[src/rtl/mod_exp_engine.sv]
// Modular exponentiation engine: computes base^exponent mod modulus with
// right-to-left square-and-multiply. Every modular product is formed by an
// interleaved shift-add multiplier that consumes one multiplier bit per cycle,
// MSB first, so each product takes exactly W cycles.
//
// Control handshake: start is a request pulse sampled on the rising edge and
// accepted only while the FSM is IDLE; operands are captured on that edge.
// busy is high while the operation runs (LOAD, MUL_R, MUL_B), and done pulses
// for exactly one cycle with result/err, which then hold until the next
// completion.
module mod_exp_engine #(
    parameter int W  = 100,
    parameter int EW = 16
) (
    input  logic          clk,
    input  logic          rst,
    input  logic          start,
    input  logic [W-1:0]  base,
    input  logic [EW-1:0] exponent,
    input  logic [W-1:0]  modulus,
    output logic          busy,
    output logic          done,
    output logic [W-1:0]  result,
    output logic          err,
    output logic [2:0]    fsm_state
);

    localparam int CW = (W > 1) ? $clog2(W) : 1;
    localparam int IW = (EW > 1) ? $clog2(EW) : 1;

    typedef enum logic [2:0] {
        IDLE  = 3'd0,
        LOAD  = 3'd1,
        MUL_R = 3'd2,
        MUL_B = 3'd3,
        DONE  = 3'd4
    } state_t;

    state_t         state;
    logic [W-1:0]   b_q;     // running square B (initially the base)
    logic [W-1:0]   r_q;     // running product R
    logic [W-1:0]   m_q;     // latched modulus
    logic [EW-1:0]  e_q;     // latched exponent
    logic [W+1:0]   acc;     // modmul accumulator, always < modulus between steps
    logic [CW-1:0]  cnt;     // multiplier bit currently consumed (MSB first)
    logic [IW-1:0]  idx;     // exponent bit currently processed (LSB first)
    logic [IW-1:0]  next_idx;

    logic [W+1:0]   m_ext;
    logic [W+1:0]   mcand;
    logic           mbit;
    logic [W+1:0]   step;

    assign fsm_state = state;
    assign next_idx  = idx + 1'b1;

    // One shift-add-reduce step of the modular multiplier. B is always the
    // multiplier; the multiplicand is R in MUL_R and B itself in MUL_B.
    always_comb begin
        m_ext = {2'b00, m_q};
        mcand = (state == MUL_R) ? {2'b00, r_q} : {2'b00, b_q};
        mbit  = b_q[cnt];
        step  = acc << 1;
        if (step >= m_ext) step = step - m_ext;
        if (mbit) step = step + mcand;
        if (step >= m_ext) step = step - m_ext;
    end

    // Control FSM with registered outputs and the datapath registers.
    always_ff @(posedge clk or posedge rst) begin
        if (rst) begin
            state  <= IDLE;
            busy   <= 1'b0;
            done   <= 1'b0;
            err    <= 1'b0;
            result <= '0;
            b_q    <= '0;
            r_q    <= '0;
            m_q    <= '0;
            e_q    <= '0;
            acc    <= '0;
            cnt    <= '0;
            idx    <= '0;
        end else begin
            case (state)
                IDLE: begin
                    done <= 1'b0;
                    if (start) begin
                        b_q   <= base;
                        e_q   <= exponent;
                        m_q   <= modulus;
                        busy  <= 1'b1;
                        state <= LOAD;
                    end
                end
                LOAD: begin
                    r_q <= W'(1);
                    idx <= '0;
                    acc <= '0;
                    cnt <= CW'(W - 1);
                    err <= 1'b0;
                    // A modulus below 2 or an unreduced base cannot be handled.
                    if ((m_q < W'(2)) || (b_q >= m_q)) begin
                        err    <= 1'b1;
                        result <= '0;
                        busy   <= 1'b0;
                        done   <= 1'b1;
                        state  <= DONE;
                    end else if (e_q[0]) begin
                        state <= MUL_R;
                    end else begin
                        state <= MUL_B;
                    end
                end
                MUL_R: begin
                    if (cnt == '0) begin
                        r_q   <= step[W-1:0];
                        acc   <= '0;
                        cnt   <= CW'(W - 1);
                        state <= MUL_B;
                    end else begin
                        acc <= step;
                        cnt <= cnt - 1'b1;
                    end
                end
                MUL_B: begin
                    if (cnt == '0) begin
                        b_q <= step[W-1:0];
                        acc <= '0;
                        cnt <= CW'(W - 1);
                        if (idx == IW'(EW - 1)) begin
                            result <= r_q;
                            busy   <= 1'b0;
                            done   <= 1'b1;
                            state  <= DONE;
                        end else begin
                            idx   <= next_idx;
                            state <= e_q[next_idx] ? MUL_R : MUL_B;
                        end
                    end else begin
                        acc <= step;
                        cnt <= cnt - 1'b1;
                    end
                end
                DONE: begin
                    // start seen here is deliberately dropped.
                    done  <= 1'b0;
                    state <= IDLE;
                end
                default: begin
                    busy  <= 1'b0;
                    done  <= 1'b0;
                    state <= IDLE;
                end
            endcase
        end
    end

endmodule

[config.mk]
export PLATFORM = sky130hd
export DESIGN_NAME = mod_exp_engine
export DESIGN_NICKNAME = d
export VERILOG_FILES = /design/src/rtl/mod_exp_engine.sv
export SDC_FILE = /design/constraint.sdc
export NUM_CORES = 2
export LEC_CHECK = 0
export ABC_CLOCK_PERIOD_IN_PS = 17500
export CAP_MARGIN = 10
export CORE_AREA = 2 2 328 330
export DETAILED_ROUTE_END_ITERATION = 6
export DIE_AREA = 0 0 330 332
export PLACE_DENSITY = 0.65
export SLEW_MARGIN = 0
export SYNTH_ARGS = -nofsm -noshare
export SYNTH_HDL_FRONTEND = slang
export SYNTH_SLANG_ARGS = --single-unit
[constraint.sdc]
create_clock -name clk -period 17.5 [get_ports clk]
set_input_delay 2.625 -clock clk [delete_from_list [all_inputs] [get_ports clk]]
set_output_delay 2.625 -clock clk [all_outputs]
set_load 0.05 [all_outputs]
======== Word-level counts from Yosys, hierarchy flattened ========
Index checks and enable logic that the tools add are counted.
word-level totals
  bits in registers ....................... 534
  input port bits ......................... 219
  output and inout port bits .............. 106
cells by class
  add/subtract/negate cells ............... 5
  order comparisons ....................... 6
  equality and inequality tests ........... 11
  mux-type cells .......................... 41
  bitwise logic cells ..................... 2
  reductions and logical operators ........ 17
operator list
  cell                                                  count
  2-to-1 mux 100 bit                                    6
  one-hot mux 100 bit (2 select lines)                  3
  greater-or-equal comparator 102 x 100 -> 1 bit        2
  2-to-1 mux 102 bit                                    2
  2-to-1 mux 101 bit                                    2
  one-hot mux 101 bit (2 select lines)                  1
  adder 102 x 100 -> 102 bit                            1
  subtractor 102 x 100 -> 102 bit                       1
  subtractor 101 x 100 -> 101 bit                       1
  greater-or-equal comparator 100 bit                   1
  < comparator 100 x 2 -> 1 bit, second input constant  1
  2-to-1 mux 3 bit                                      5
  one-hot mux 7 bit (2 select lines)                    1
  2-to-1 mux 1 bit                                      12
  one-hot mux 3 bit (4 select lines)                    1
  != test 2 bit, second input constant                  5
  AND reduction 3 bit                                   3
  < comparator 7 x 8 -> 1 bit, second input constant    1
  2-to-1 mux 4 bit                                      2
  one-hot mux 4 bit (2 select lines)                    1
  AND reduction 4 bit                                   2
  nonzero test 2 bit                                    4
  binary-select mux 1 bit (select 7 bit)                1
  logical NOT 7 bit                                     1
  other kinds (18)                                      22

======== Logic depth before layout (Yosys ltp) ========
  word-level depth ........................ 8
  gate-level depth with buffers ........... 47
  gate-level depth less buffers ........... 40

======== Worst setup path before layout ========
OpenSTA, ideal clock, no wires.
  path kind ............................... reg-to-reg
  start point ............................. register m_q[0]
  end point ............................... register r_q[10]
  library setup time ...................... 130 ps
  arrival ................................. 9,059 ps
  setup slack ............................. 8,311 ps
  cell stages (with the launch flop) ...... 42
  path through ............................ dfrtp_1 -> inv_1 -> fa_1 -> a21oi_1 -> o211ai_1 -> a31oi_1 -> a21oi_1 -> o211a_1 -> o2111ai_1 -> nand2_1 -> a211oi_2 -> clkbuf_1 -> clkbuf_1 -> clkbuf_1 -> nand2_1 -> nand2_1 -> ha_1 -> o211ai_1 -> (+6 left out) -> o221a_2 -> xnor2_1 -> mux2_2 -> ha_1 -> nand2_1 -> or3_1 -> or3_1 -> or3_1 -> nor2_1 -> a21o_1 -> nor3b_1 -> a21oi_1 -> a21oi_4 -> nand2_4 -> buf_8 -> buf_6 -> mux2i_1 -> o21ai_1
between the ends
  cells in the longest elaborated chain, start to end .. 8
  elaborated cells on any way between the ends .. 10
  those cells by class .................... add/sub (3); order compare (2); mux (5)
ends and longest elaborated chain
  what                                                                                                      RTL line  source
  start, declared                                                                                           42        logic [W-1:0] m_q;
  start signal, assigned                                                                                    91        m_q <= modulus;
  subtractor 102 x 100 -> 102 bit / greater-or-equal comparator 102 x 100 -> 1 bit (equally long branches)  64        if (step >= m_ext) step = step - m_ext;
  2-to-1 mux 102 bit                                                                                        64
  adder 102 x 100 -> 102 bit                                                                                65        if (mbit) step = step + mcand;
  2-to-1 mux 102 bit                                                                                        65
  subtractor 101 x 100 -> 101 bit / greater-or-equal comparator 102 x 100 -> 1 bit (equally long branches)  66        if (step >= m_ext) step = step - m_ext;
  2-to-1 mux 101 bit *                                                                                      66
  2-to-1 mux 100 bit *                                                                                      116       if (cnt == '0) begin
  one-hot mux 100 bit (2 select lines) *                                                                    85        case (state)
  end signal, assigned                                                                                      117       r_q <= step[W-1:0];
  end, declared                                                                                             41        logic [W-1:0] r_q;
Every way passes the cells marked *; elsewhere a longest branch is shown, timed or not. The select of a mux whose other input is x is not followed.
A chain may end at the register's enable or synchronous reset.

======== Final worst setup path ========
  start point ............................. register m_q[57]
  end point ............................... register b_q[59]
between the ends
  cells in the longest elaborated chain, start to end .. 8
  elaborated cells on any way between the ends .. 10
  those cells by class .................... add/sub (3); order compare (2); mux (5)
ends and longest elaborated chain
  what                                                                                                      RTL line  source
  subtractor 102 x 100 -> 102 bit / greater-or-equal comparator 102 x 100 -> 1 bit (equally long branches)  64
  2-to-1 mux 102 bit                                                                                        64
  adder 102 x 100 -> 102 bit                                                                                65
  2-to-1 mux 102 bit                                                                                        65
  subtractor 101 x 100 -> 101 bit / greater-or-equal comparator 102 x 100 -> 1 bit (equally long branches)  66
  2-to-1 mux 101 bit *                                                                                      66
  2-to-1 mux 100 bit *                                                                                      127       if (cnt == '0) begin
  one-hot mux 100 bit (2 select lines) *                                                                    85
  end signal, assigned                                                                                      89        b_q <= base;
  end signal, assigned                                                                                      128       b_q <= step[W-1:0];
  end, declared                                                                                             40        logic [W-1:0] b_q;
Marks and branches as above.

==> metrics <==
run status=finished, violations left; failing checks=design-rule violations; # resized after CTS=0; CP Class=flip-flop to flip-flop; CTS max path bufs=3; postcts setup bufs=0; HP Class=flip-flop to flip-flop; share of post-route cells with drive strength above 1=0.06794; storage element area=between 10000 and 15000 um2; Crit. End Element=flip-flop; Placed Area=around 52000 um2; critical path's slowest cell=o41ai_1; vias in the first global route=about 46000; sequential fraction of the synthesis area=0.2825; met2 Use GR=0.5966; area of the multi-input gates=roughly 32000 um2; maximum fanout along the worst path=64; worst endpoint data arrival time=around 16 ns; DR WL/cell=29.55 um; Die Width=roughly 330 um; root buf cell=clkbuf_16; EDFF count, synth=0; Routed WL=roughly 220000 um; syn_area_per_cell=around 8 um2; DP Worst Slack=2.700 ns; worst stage delay on the critical path=around 0.94 ns; top-area cell type share of the netlist area=0.2825; port buffer count=324; Synth cell types=slightly below 100; # nets final=about 6600; asr flop ratio synth=1.000; WP data required=roughly 18 ns; DR iter-0 viols=roughly 5500; Sink Count=between 500 and 600; iteration count of the initial detailed-routing pass=7; Hold Buf Count CTS=0; Mapped Area=47290 um2; crit start category=flip-flop; synth top area cells=dfrtp_1, ha_1, nand2_1; Worst Tran Pin Value=1.237 ns; first-pass GRT wire length=about 320000 um; Die Ht=about 330 um; final hold violations=0; most common cell in the netlist=nand2_1; final setup TNS=0 ns; io pins=325; largest net degree at the start of global routing=between 100 and 150; crit path time final=about 15 ns; die outline area=109600 um2; # fillers=10360; Synth area leader=dfrtp_1; slack of the critical path=around 2.3 ns; RSZ-0062 raised after global routing=false; post-route cell area=53900 um2; Post-Syn Instances=5850; core area=around 110000 um2; routed vias=approximately 48000; worst skew pair latency=about 0.67 ns; max_slew headroom=0.1679; Post-DP HPWL=between 150000 and 200000 um; Warnings, synthesis=0; Synthesized Nets=about 6500; overflow left after global routing=0; Vias/cell=~6.5; H-tree depth=3; GR peak layer=met2; P&R area growth vs syn=13.98%; Total GRT Usage=0.3909; antenna viol nets, final=0; Worst-path clk slew=approximately 0.07 ns; initial antenna violation count=8; number of CTS-inserted buffers=slightly below 70; Post-synth top cells=nand2_1, a21oi_1, dfrtp_1; top_reg_cell synth=dfrtp_1; # rows=between 100 and 150; GR met3 Demand/Resource=0.06856; flops & latches, synth=534; met1 usage=0.5381; fin. max-slew vios=0; final worst path period share=0.8713; Worst Clk Skew=0.02685 ns; max capacitance violation total=0; initial core utilization=0.4449; TritonCTS clock tree=built; GP Congestion=roughly 1.1; r2r setup slk=approximately 2.3 ns; Hold WS=between 0.4 and 0.5 ns; residual DRC count=21; final setup violation count=0; maximum clock frequency=approximately 66 MHz
state kept, by name (all words and copies together), names as in the netlist:
name       cells
busy           1
cnt            7
fsm_state      3
m_q          100
acc          101
r_q          100
result       100
done           1
b_q          100
idx            4
err            1
e_q           16
worst max-delay path: cells and delay by family, from the launching register on:
kind            cells  cell delay (ns)
mux                 1             0.46
xor+xnor            1             0.21
buf+inv             3             1.45
fa+ha+maj           3             1.34
flops               1             0.41
compound gates     13             4.65
simple gates       17             6.44
cells by family (layout without fill, tap and decap cells):
logic type | Yosys count | count (layout) | synth area share
other | 0 | 1 | 0
flip-flops | 534 | 534 | 0.2825
XOR/XNOR | 291 | 291 | 0.05389
buffers and inverters | 556 | 726 | 0.04691
adder cells (fa/ha/maj) | 405 | 405 | 0.1076
AND/OR/NAND/NOR | 1741 | 1741 | 0.1712
multiplexers | 270 | 270 | 0.06759
AO/OA/AOI/OAI | 2053 | 2053 | 0.2702
through the flow:
| step | std cells | util |
|---|---|---|
| 5_1_grt | 7424 | 0.5071 |
| 3_5_place_dp | 7300 | 0.4845 |
| 4_1_cts | 7422 | 0.5070 |
| 3_3_place_gp | 7299 | 0.4845 |
| 2_1_floorplan | 5850 | - |
| 6_report | 7424 | 0.5071 |
per-layer routing:
layer	vias up	share of wire
li1	21760	-
met1	23720	0.43
met2	2438	0.44
met3	467	0.085
met4	4	0.051
met5	-	0.00010
path summary, 6_finish.rpt:
path | from | end | cells past startpoint
min in group asynchronous | rst | acc[26] | 3
max in group asynchronous | rst | r_q[64] | 6
worst max-delay path | m_q[57] | b_q[59] | 38
worst min register to register | done | done | 1
worst min-delay path | done | done | 1
worst max register to register | m_q[57] | b_q[59] | 38
layout make-up:
class | instances | area share
multi-input cells | 4760 | 0.5908
well taps | 1403 | 0.03257
clock buffers | 89 | 0.03586
diodes | 1 | 0.00004642
flip-flops and latches | 534 | 0.2480
inverters | 221 | 0.01546
repair buffers | 383 | 0.06875
clock inverters | 33 | 0.008472
cell usage in the layout (no fill, tap or decap), types with 27 or more instances in the layout:
master / synthesis / final
inv_1: 221 / 220
a22o_1: 105 / 105
nand3_1: 188 / 187
or3_1: 29 / 28
ha_1: 402 / 402
nor3_1: 63 / 61
a31oi_1: 38 / 38
and2_1: 31 / 29
nor4_1: 53 / 52
buf_4: 9 / 55
nand2b_1: 28 / 27
nand2_1: 754 / 752
o21ai_0: 515 / 515
a22oi_1: 45 / 45
xnor2_1: 177 / 177
o21ai_1: 168 / 168
a21oi_1: 556 / 556
o21bai_1: 66 / 66
a21boi_0: 28 / 28
nand4_1: 124 / 124
nor2b_1: 32 / 32
o21a_1: 52 / 52
clkbuf_16: 0 / 70
nor2_1: 267 / 264
o211ai_1: 35 / 35
a221o_1: 31 / 31
a21o_1: 177 / 177
clkdlybuf4s50_1: 0 / 324
mux2_2: 137 / 137
dfrtp_1: 534 / 532
mux2i_1: 103 / 103
xor2_1: 114 / 114
and3_1: 124 / 124
Power is not shown: default switching activity piles up to over one toggle a cycle in this logic, so the estimate is an artifact.
